### src/rtl/stg_2_id_pipe.sv
// Instruction-decode pipeline stage with valid/ready handshake,
// flush, scoreboard RAW interlock and a saturating stall counter.
module stg_2_id_pipe #(
   parameter int INSTR_W     = 32,
   parameter int REG_ADDR_W  = 5,
   parameter int VALUE_W     = 32,
   parameter int ALU_OP_W    = 4,
   parameter int WB_DEPTH    = 3,
   parameter bit ZERO_REG    = 1'b1,
   parameter int STALL_CNT_W = 16
) (
   input  logic                   clock,
   input  logic                   reset,
   input  logic                   s_if_valid,
   input  logic [INSTR_W-1:0]     r_id_instr,
   output logic                   s_id_ready,
   input  logic                   flush,
   input  logic                   s_ex_ready,
   output logic [REG_ADDR_W-1:0]  s_id_rs1,
   output logic [REG_ADDR_W-1:0]  s_id_rs2,
   output logic                   r_ex_valid,
   output logic [ALU_OP_W-1:0]    r_ex_aluop,
   output logic [REG_ADDR_W-1:0]  r_ex_rd,
   output logic [VALUE_W-1:0]     r_ex_imm,
   output logic [INSTR_W-1:0]     r_ex_instr,
   output logic                   r_ex_RegWrite,
   output logic                   r_ex_PrintValue,
   output logic                   s_id_stall,
   output logic [STALL_CNT_W-1:0] r_id_stall_cnt
);

   localparam logic [6:0] OP_R   = 7'b0110011;
   localparam logic [6:0] OP_I   = 7'b0010011;
   localparam logic [6:0] OP_LD  = 7'b0000011;
   localparam logic [6:0] OP_LUI = 7'b0110111;
   localparam logic [6:0] OP_ST  = 7'b0100011;
   localparam logic [6:0] OP_PRT = 7'b0001011;

   // Tracker holds producers that left EX but have not yet written back.
   localparam int TRK = (WB_DEPTH > 1) ? WB_DEPTH - 1 : 1;

   logic [6:0]            opcode;
   logic [ALU_OP_W-1:0]   dec_aluop;
   logic [REG_ADDR_W-1:0] dec_rd;
   logic [VALUE_W-1:0]    dec_imm;
   logic                  dec_regw;
   logic                  dec_print;

   logic [TRK-1:0]        trk_v;
   logic [REG_ADDR_W-1:0] trk_rd [TRK];

   logic pend_hit;
   logic hazard;
   logic accept;

   assign opcode = r_id_instr[6:0];

   // Instruction field decode (register fields, aluop, imm, controls).
   always_comb begin
      s_id_rs1  = REG_ADDR_W'(r_id_instr[19:15]);
      s_id_rs2  = REG_ADDR_W'(r_id_instr[24:20]);
      dec_rd    = REG_ADDR_W'(r_id_instr[11:7]);
      dec_aluop = ALU_OP_W'({r_id_instr[30], r_id_instr[14:12]});
      dec_regw  = 1'b0;
      dec_print = 1'b0;
      dec_imm   = {{(VALUE_W-12){r_id_instr[31]}},
                   r_id_instr[31:20]};
      unique case (opcode)
         OP_R, OP_I, OP_LD: dec_regw = 1'b1;
         OP_LUI: begin
            dec_regw = 1'b1;
            dec_imm  = VALUE_W'({r_id_instr[31:12], 12'b0});
         end
         OP_ST: begin
            dec_imm = {{(VALUE_W-12){r_id_instr[31]}},
                       r_id_instr[31:25], r_id_instr[11:7]};
         end
         OP_PRT: dec_print = 1'b1;
         default: dec_regw = 1'b0;
      endcase
   end

   function automatic logic hit(
      input logic [REG_ADDR_W-1:0] rd,
      input logic [REG_ADDR_W-1:0] a,
      input logic [REG_ADDR_W-1:0] b
   );
      logic zero;
      zero = ZERO_REG && (rd == '0);
      return ((rd == a) || (rd == b)) && !zero;
   endfunction

   // Match both source fields against every pending write.
   always_comb begin
      pend_hit = 1'b0;
      if (r_ex_valid && r_ex_RegWrite &&
          hit(r_ex_rd, s_id_rs1, s_id_rs2))
         pend_hit = 1'b1;
      for (int i = 0; i < TRK; i++) begin
         if (trk_v[i] && hit(trk_rd[i], s_id_rs1, s_id_rs2))
            pend_hit = 1'b1;
      end
   end

   assign hazard     = s_if_valid && pend_hit;
   assign s_id_stall = hazard;
   assign s_id_ready = !hazard && !flush &&
                       (!r_ex_valid || s_ex_ready);
   assign accept     = s_if_valid && s_id_ready;

   // Writeback tracker: advances with the pipe, flushed EX never enters.
   always_ff @(posedge clock) begin
      if (!reset) begin
         trk_v <= '0;
         for (int i = 0; i < TRK; i++) trk_rd[i] <= '0;
      end else if (s_ex_ready) begin
         trk_v[0]  <= (WB_DEPTH > 1) && r_ex_valid &&
                      r_ex_RegWrite && !flush;
         trk_rd[0] <= r_ex_rd;
         for (int i = 1; i < TRK; i++) begin
            trk_v[i]  <= trk_v[i-1];
            trk_rd[i] <= trk_rd[i-1];
         end
      end
   end

   // EX register: load on accept, bubble on advance/flush, else hold.
   always_ff @(posedge clock) begin
      if (!reset) begin
         r_ex_valid      <= 1'b0;
         r_ex_aluop      <= '0;
         r_ex_rd         <= '0;
         r_ex_imm        <= '0;
         r_ex_instr      <= '0;
         r_ex_RegWrite   <= 1'b0;
         r_ex_PrintValue <= 1'b0;
      end else if (accept) begin
         r_ex_valid      <= 1'b1;
         r_ex_aluop      <= dec_aluop;
         r_ex_rd         <= dec_rd;
         r_ex_imm        <= dec_imm;
         r_ex_instr      <= r_id_instr;
         r_ex_RegWrite   <= dec_regw;
         r_ex_PrintValue <= dec_print;
      end else if (s_ex_ready || flush) begin
         r_ex_valid      <= 1'b0;
         r_ex_RegWrite   <= 1'b0;
         r_ex_PrintValue <= 1'b0;
      end
   end

   // Count hazard stall cycles, saturating at all-ones.
   always_ff @(posedge clock) begin
      if (!reset) begin
         r_id_stall_cnt <= '0;
      end else if (hazard && !flush && !(&r_id_stall_cnt)) begin
         r_id_stall_cnt <= r_id_stall_cnt + 1'b1;
      end
   end

endmodule

### config.mk
export PLATFORM = sky130hd
export DESIGN_NAME = stg_2_id_pipe
export DESIGN_NICKNAME = d
export VERILOG_FILES = /design/src/rtl/stg_2_id_pipe.sv
export SDC_FILE = /design/constraint.sdc
export NUM_CORES = 1
export LEC_CHECK = 0
export ABC_CLOCK_PERIOD_IN_PS = 5900
export BUFFER_PORTS_ARGS = -buffer_cell sky130_fd_sc_hd__buf_4
export CORE_ASPECT_RATIO = 0.6
export CORE_MARGIN = 1.5
export CORE_UTILIZATION = 40
export DETAILED_ROUTE_END_ITERATION = 10
export GPL_TIMING_DRIVEN = 0
export PLACE_DENSITY = 0.65
export SLEW_MARGIN = 30
export SYNTH_ARGS = -nofsm -noshare
export SYNTH_HDL_FRONTEND = slang
export SYNTH_SLANG_ARGS = --single-unit
export TNS_END_PERCENT = 10
### constraint.sdc
create_clock -name clock -period 5.9 [get_ports clock]
set_input_delay 0.885 -clock clock [delete_from_list [all_inputs] [get_ports clock]]
set_output_delay 0.885 -clock clock [all_outputs]
set_load 0.1 [all_outputs]
=== Yosys cells after proc, flatten, opt, wreduce, memory -nomap -nowiden ===
Memories as Yosys holds them, arrays and structs flattened.
Cells that the tools add are included.

* Register bits: 94
* RAM bits: 10
* Word-level logic and storage cells: 73
* Memories kept: 1

{| class="wikitable"
|+ Memory list
! memory !! words !! bits a word !! read ports !! clocked after Yosys merged registers in !! write ports !! line !! text
|-
| trk_rd || 2 || 5 || 2 || 0 || 2 || 50 || <nowiki>logic [REG_ADDR_W-1:0] trk_rd [TRK];</nowiki>
|}

* Add/subtract/negate cells: 1
* Equal/unequal tests: 12
* Bitwise operators: 2
* Muxes and demuxes: 16
* Reduce and logical (&&, ||, !) cells: 32

{| class="wikitable"
|+ Operator list
! cell !! count
|-
| case mux 31 bit (2 select lines) || 1
|-
| equality test 5 bit || 6
|-
| equality test 7 x 6 -> 1 bit (second input constant) || 3
|-
| adder 16 x 1 -> 16 bit (second input constant) || 1
|-
| AND reduction 16 bit || 1
|-
| zero test 5 bit || 3
|-
| logical AND 1 bit || 14
|-
| two-way mux 1 bit || 13
|-
| two-way mux 5 bit || 2
|-
| equality test 7 x 2 -> 1 bit (second input constant) || 1
|-
| equality test 7 x 4 -> 1 bit (second input constant) || 1
|-
| equality test 7 x 5 -> 1 bit (second input constant) || 1
|-
| zero test 1 bit || 7
|-
| logical OR 1 bit || 5
|-
| OR reduction 4 bit || 1
|-
| OR 1 bit || 2
|-
| nonzero test 2 bit || 1
|}

=== Depth between registers and ports, before layout ===
Gate-level depths: netlist of run 1.

* Word-level depth: 13
* Mapped depth: 10

=== Worst setup path before layout of run 1 ===
Ideal clock, no wire load.

* Kind: input-to-output
* Start: in r_id_instr[20]
* End: out s_id_ready
* Data required time: 5015 ps
* Cell stages on the path: 7
* Arrival: 4632 ps
* Setup slack: 383 ps
* Cell sequence: clkbuf_1 -> xnor2_1 -> nand3_1 -> o22ai_1 -> a22oi_4 -> nand2_1 -> nor3_1

* Cells in the longest elaborated chain, start to end: 11
* Elaborated cells between the ends (all ways): 19
* Classes of those cells: eq/ne: 3; mux: 3; reduce/logical: 13

{| class="wikitable"
|+ RTL lines
! what !! line !! text
|-
| start, declared || 15 || <nowiki>input logic [INSTR_W-1:0] r_id_instr,</nowiki>
|-
| equality test 5 bit || 90 || <nowiki>return ((rd == a) || (rd == b)) && !zero;</nowiki>
|-
| logical OR 1 bit || 90 ||
|-
| logical AND 1 bit || 90 ||
|-
| logical AND 1 bit || 96 || <nowiki>if (r_ex_valid && r_ex_RegWrite &&</nowiki>
|-
| two-way mux 1 bit || 96 ||
|-
| two-way mux 1 bit || 100 || <nowiki>if (trk_v[i] && hit(trk_rd[i], s_id_rs1, s_id_rs2))</nowiki>
|-
| two-way mux 1 bit (*) || 100 ||
|-
| logical AND 1 bit (*) || 105 || <nowiki>assign hazard = s_if_valid && pend_hit;</nowiki>
|-
| named net s_id_stall || 28 || <nowiki>output logic s_id_stall,</nowiki>
|-
| zero test 1 bit (*) || 107 || <nowiki>assign s_id_ready = !hazard && !flush &&</nowiki>
|-
| logical AND 1 bit (*) (2 in a row) || 107 ||
|-
| end, declared || 16 || <nowiki>output logic s_id_ready,</nowiki>
|}

The timed path passes the listed nets; every way through them passes the cells marked *.

=== Worst setup path after layout of run 1 ===
* Start: in r_id_instr[15]
* End: out s_id_ready

* Cells in the longest elaborated chain, start to end: 11
* Elaborated cells between the ends (all ways): 19
* Classes of those cells: eq/ne: 3; mux: 3; reduce/logical: 13

{| class="wikitable"
|+ RTL lines
! what !! line
|-
| equality test 5 bit || 90
|-
| logical OR 1 bit || 90
|-
| logical AND 1 bit || 90
|-
| logical AND 1 bit || 96
|-
| two-way mux 1 bit || 96
|-
| two-way mux 1 bit || 100
|-
| two-way mux 1 bit (*) || 100
|-
| logical AND 1 bit (*) || 105
|-
| zero test 1 bit (*) || 107
|-
| logical AND 1 bit (*) (2 in a row) || 107
|}

Every way passes the cells marked *; elsewhere a longest branch is shown, timed or not.

==> results.toml, run 1 <==
[outcome]
status = "completed"

[critical_path]
slowest_stage = "clkbuf_1"
cpPeakStageDelay_ns = 0.38
rrSetupSlack_ns = 3.43
crit_arrival_ns = 2.74
crit_required_ns = 5.02
endpoint_kind = "output pin"
worstPathMaxFanout = 8
crit_chain = "clkbuf_1, xnor2_1, nand3_1, o22ai_1, a22oi_4, nand2_1, nor3_1, buf_4"
start_kind = "primary input"
path_class = "in -> out"

[floorplan]
start_util_pct = 41.5
rows = 29
die_y_um = 84.5
io_pins = 141
core-area_sq_um = 10700
die_w_um = 139
die_area_sq_um = 11700

[clock_network]
clkTransAtPathRegs_ns = 0.06
post_cts_resized = 0
cts-root-buf = "clkbuf_16"
hold_buffers = 0
htreeDepth = 3
post_cts_buffers = 0
cts_tree = "built"
cts_inserted_buffers = 9
clkSinkCount = 94
clk_path_buf_depth = 2
clock_latency_ns = 0.34

[route]
ant_nets = 0
routed_wl_um = 13700
vias = 4263
dr.pass1.iters = 5
wl_per_cell_um = 17.0
drtIter0Drc = 358
drc = 0
viasPerCell = 5.31

[yosys]
ys_ff_latch = 94
muxShareOfSynthArea_pct = 2.49
synthesis.nets = 556
synth_area_per_cell_sq_um = 8.54
synth-compound-area-share_pct = 12.4
yosysWarnings = 0
synth-adder-area-share_pct = 0.283
syn_inst = 518
yosys.area_share.simple_pct = 24.6
synth-xor-area-share_pct = 6.73
yosys_most_used_dff = "dfxtp_1"
synth_top_family_by_area = "simple AND/OR/NAND/NOR gates"
syn-cell-area_sq_um = 4430
ys_seq_area_share_pct = 44.8
async_flop_share_pct = 0
yosysUniqueCellTypes = 42
synth_edf_count = 10

[global_routing]
use_met3_pct = 7.59
overflow = 0
grt_util_met2_pct = 34.7
grt_max_degree = 15
grt_usage_pct = 23.4
antenna_found_initial = 0
grt.busiest_layer = "met2"
grt_pass1_vias = 4090
grt_pass1_wl_um = 21500
use_met1_pct = 32.4

[power]
peakVddDrop_mv = 0.174
p_per_area_nw_per_um2 = 290
leakage_uw = 0.00251

[sta]
hold_viol = 0
setup_viol = 0
slew_violations = 0
setup-tns-final_ns = 0
skew_ns = 0.00466
slew_headroom_pct = 54.1
final.period_utilization_pct = 61.4
fin_crit_ns = 3.62
fmax_mhz = 276
whs_ns = 0.455
rsz0062_at_grt = "false"
tightest_slew_ns = 0.688

[final_layout]
drive_above_1_share_pct = 27.7
fin_nets = 697
final_area_sq_um = 5860
antenna_cells = 0
area_growth_pct = 32.5

[job]
drv_cap = 0

[place]
place_area_sq_um = 5580
dpl.hpwl_um = 10400
gp_congestion = 0.837
port-buffer-count = 130

[min_path]
hp-class = "reg -> reg"
## where the power goes
group	switching (uW)	total, uW	leakage, uW	internal [uW]
Combinational	328	434	0.00157	106
Clock	248	572	0.000142	324
Sequential	22.7	697	0.000797	674
Total	599	1700	0.00251	1100
## Yosys cell counts, types with 2 or more instances
cell type / n / area, sq um
and3_1: 16 / 100
mux2i_1: 11 / 110
nand4_1: 5 / 31.3
o21ai_0: 5 / 25.0
nand4b_1: 2 / 17.5
a221oi_1: 5 / 43.8
clkbuf_1: 26 / 97.6
nor3b_1: 2 / 15.0
a2111oi_0: 3 / 26.3
xnor2_1: 34 / 298
edfxtp_1: 10 / 300
inv_1: 2 / 7.51
nand2b_1: 14 / 87.6
o21ai_1: 2 / 10.0
dfxtp_1: 84 / 1680
nor2_1: 38 / 143
o31ai_1: 7 / 52.6
a21oi_1: 32 / 160
nor3_1: 28 / 140
nor4b_1: 2 / 17.5
buf_6: 2 / 22.5
nand3_1: 28 / 140
a211oi_1: 19 / 143
nor2b_1: 2 / 12.5
nand2_1: 89 / 334
buf_8: 3 / 45.0
buf_2: 7 / 35.0
o22ai_1: 3 / 18.8
buf_1: 2 / 7.51
buf_4: 23 / 173
## cells in the final DEF, fill, tap and decap left out, drive strengths merged, types with 7 or more instances in the layout
cell / n
a211oi: 19
a21oi: 32
and3: 16
buf: 167
clkbuf: 40
dfxtp: 84
edfxtp: 10
mux2i: 11
nand2: 89
nand2b: 14
nand3: 29
nor2: 38
nor3: 28
o21ai: 7
o31ai: 7
xnor2: 34
## state kept, by name, summed over array words and instances (netlist names)
| signal | cells |
|---|---|
| r_ex_aluop | 3 |
| r_ex_PrintValue | 1 |
| r_ex_imm | 32 |
| r_ex_valid | 1 |
| r_ex_rd | 4 |
| r_ex_RegWrite | 1 |
| trk_v | 2 |
| r_id_stall_cnt | 16 |
| trk_rd | 10 |
| r_ex_instr | 24 |
## final cells by class
type / count / area [sq um]
buffer: 63 / 380
clock buffer: 14 / 275
clock inverter: 2 / 13.8
fill: 1001 / 4800
inverter: 2 / 7.51
multi-input combinational: 359 / 2060
sequential: 94 / 1980
tap: 139 / 174
timing repair buffer: 130 / 976
## final timing paths
kind,start,end,cells after the start
worst max-delay path,r_id_instr[15],s_id_ready,8
worst min-delay path,r_ex_instr[20]$_SDFFE_PN0P_,r_ex_instr[20]$_SDFFE_PN0P_,2
worst min register to register,r_ex_instr[20]$_SDFFE_PN0P_,r_ex_instr[20]$_SDFFE_PN0P_,2
worst max register to register,trk_rd[0][0]$_SDFFCE_PN0P_,r_ex_imm[19]$_SDFFE_PN0P_,7
## cell families (layout without fill, tap and decap cells)
kind of cell               Yosys count  count (layout)
xor gates and xnor gates            34              34
adders and majority gates            1               1
and+or+nand+nor                    232             232
AOI/OAI and AO/OA                   81              81
muxes                               11              11
DFF                                 94              94
buffers and inverters               65             211
## critical path: cells and delay by family
| kind | cells | cell delay (ns) |
|---|---|---|
| AOI/OAI and AO/OA | 2 | 0.41 |
| xor gates and xnor gates | 1 | 0.13 |
| buffers and inverters | 2 | 0.71 |
| and+or+nand+nor | 3 | 0.59 |
## layer usage
layer	up-vias	share of wire [%]
li1	2053	-
met1	2011	46
met2	178	43
met3	21	9.0
met4	0	1.7
met5	-	0
## per-stage QoR
stage / util [%] / total power (uW) / setup slack [ns] / std cells
final: 55.0 / 1700 / 2.28 / 803
after floorplan: - / 1040 / 0.383 / 518
after detailed placement: 52.3 / 1140 / 2.30 / 787
after CTS: 55.0 / 1710 / 2.29 / 803
after global placement: 52.3 / 1140 / 2.31 / 787
after global routing: 55.0 / 1760 / 2.17 / 803
(Power assumes the default switching activity.)
==> inputs of run 2 (changes only) <==
--- a/config.mk
+++ b/config.mk
@@ -5,14 +5,14 @@
 export SDC_FILE = /design/constraint.sdc
 export NUM_CORES = 1
 export LEC_CHECK = 0
-export ABC_CLOCK_PERIOD_IN_PS = 5900
+export ABC_CLOCK_PERIOD_IN_PS = 3200
 export BUFFER_PORTS_ARGS = -buffer_cell sky130_fd_sc_hd__buf_4
 export CORE_ASPECT_RATIO = 0.6
 export CORE_MARGIN = 1.5
 export CORE_UTILIZATION = 40
 export DETAILED_ROUTE_END_ITERATION = 10
 export GPL_TIMING_DRIVEN = 0
-export PLACE_DENSITY = 0.65
+export PLACE_DENSITY = 0.68
 export SLEW_MARGIN = 30
 export SYNTH_ARGS = -nofsm -noshare
 export SYNTH_HDL_FRONTEND = slang
==> constraint.sdc (replaced) <==
create_clock -name clock -period 3.2 [get_ports clock]
set_input_delay 0.48 -clock clock [delete_from_list [all_inputs] [get_ports clock]]
set_output_delay 0.48 -clock clock [all_outputs]
set_load 0.1 [all_outputs]
==> run 2 against run 1 <==
  * Design area grew 0.34%
  * Cell count is the same
  * Die area is the same
  * Combinational power grew 84%
  * Sequential power grew 84%
  * Register-to-register slack lost 2.9 ns
  * Core utilization grew 0.19 points
  * Global-route usage shrank 0.58 points
  * Non-clock buffer count is the same
  * Via count grew 0.99%
  * Power grew 85%
  * Clock power grew 87%
  * Critical path type is now reg -> out
  * Critical endpoint unchanged
  * Largest power group unchanged
==> results.toml, run 2 (synthesis gave the netlist of run 1 again) <==
[route]
vias = 4305
ant_nets = 0
routed_wl_um = 13700
dr.pass1.iters = 5
viasPerCell = 5.36
drc = 0
drtIter0Drc = 344
wl_per_cell_um = 17.0

[critical_path]
worstPathMaxFanout = 8
critPathTopFamily = "simple AND/OR/NAND/NOR gates"
start_kind = "register"
crit_chain = "or3_1, o311a_1, a22oi_4, nand2_4, nor3_4, buf_4"
cpPeakStageDelay_ns = 0.48
path_buf_inv = 1
reg2reg_depth = 8
slowest_stage = "edfxtp_1"
reg2reg_from = "trk_rd[0][0]$_SDFFCE_PN0P_"
path_class = "reg -> out"
startpoint = "trk_rd[0][0]$_SDFFCE_PN0P_"
regToRegEndpoint = "r_ex_imm[9]$_SDFFE_PN0P_"
rrSetupSlack_ns = 0.58
crit_arrival_ns = 2.57
endpoint_kind = "output pin"
crit_required_ns = 2.72

[min_path]
min_from = "r_id_instr[3]"
hp-class = "in -> reg"
hold_path_depth = 2
holdPathEnd = "r_ex_RegWrite$_SDFFE_PN0P_"

[floorplan]
die_w_um = 139
io_pins = 141
core-area_sq_um = 10700
die_area_sq_um = 11700
rows = 29
die_y_um = 84.5
start_util_pct = 41.5

[clock_network]
cts_inserted_buffers = 9
clk_path_buf_depth = 2
clkSinkCount = 94
post_cts_buffers = 0
post_cts_resized = 0
htreeDepth = 3
cts_tree = "built"
cts-root-buf = "clkbuf_16"
hold_buffers = 0
clkTransAtPathRegs_ns = 0.07
clock_latency_ns = 0.35

[global_routing]
grt_pass1_vias = 3871
grt_usage_pct = 22.8
antenna_found_initial = 0
grt_pass1_wl_um = 21100
overflow = 0
grt_max_degree = 16

[sta]
hold_viol = 0
slew_violations = 0
setup_viol = 0
slew_headroom_pct = 48.7
skew_ns = 0.00741
tightest_slew_ns = 0.767
whs_ns = 0.363
fmax_mhz = 328
fin_ws_ns = 0.147
rsz0062_at_grt = "false"
fin_crit_ns = 3.05
final.period_utilization_pct = 95.4
setup-tns-final_ns = 0

[final_layout]
mostFrequentLayoutCell = "buf_4"
antenna_cells = 0
reg_top3 = "r_ex_imm (32), r_ex_instr (24), r_id_stall_cnt (16)"
largest_register_ff_count = 32
largest_register = "r_ex_imm"
area_growth_pct = 33.0
fin_nets = 697
drive_above_1_share_pct = 28.9
mostFrequentLayoutCells = "buf_4, nand2_1, dfxtp_1"

[power]
p_per_area_nw_per_um2 = 536
leakage_uw = 0.00251
peakVddDrop_mv = 0.275
total_power_uw = 3150

[place]
pre_cts_ws_ns = 0.447
port-buffer-count = 130
dpl.hpwl_um = 10300
gp_congestion = 0.829

[outcome]
status = "completed"

[job]
drv_cap = 0
## run 2: changes by cell type in the layout (fill, tap and decap cells not counted), sizes merged
cell	change
inv	+3
clkinv	-1
clkbuf	-2
## run 2: power breakdown
group	total (uW)	internal (uW)	switching (uW)
Combinational	799	195	604
Clock	1070	579	489
Sequential	1280	1240	42.4
Total	3150	2020	1130
## run 2: how the worst max path moves through the flow
stage,to,depth (start not counted)
floorplan,s_id_ready,5
global placement,r_ex_RegWrite$_SDFFE_PN0P_,10
detailed placement,r_ex_imm[9]$_SDFFE_PN0P_,10
CTS,s_id_ready,6
global route,s_id_ready,6
finish,s_id_ready,6
## run 2: layout make-up
| class | count | area [sq um] |
|---|---|---|
| Fill cell | 1024 | 4780 |
| Multi-Input combinational cell | 359 | 2070 |
| Sequential cell | 94 | 1990 |
| Timing Repair Buffer | 130 | 976 |
| Buffer | 63 | 380 |
| Clock buffer | 12 | 258 |
| Tap cell | 139 | 174 |
| Clock inverter | 4 | 26.3 |
| Inverter | 2 | 7.51 |
## run 2: stage by stage
stage	std cells	area, sq um	utilization, %
after detailed placement	787	5600	52.5
after CTS	803	5880	55.2
after global placement	787	5600	52.5
after global routing	803	5880	55.2
after floorplan	518	4450	-
final	803	5880	55.2
## run 2: worst register-to-register path, stage by stage, from the launching register on
cell,delay (ns)
edfxtp_1,0.48
or3_1,0.40
o311a_1,0.33
a22oi_4,0.35
nand3_2,0.26
buf_2,0.28
buf_2,0.21
nand3_1,0.11
o31ai_1,0.08
## run 2: layer usage
layer | track usage (%) | vias to the layer above | part of all wire [%]
met5 | 0 | - | 0
met4 | 5.11 | 0 | 0.91
met3 | 7.64 | 15 | 9.4
met2 | 33.8 | 184 | 43
met1 | 32.2 | 2064 | 47
li1 | - | 2042 | -
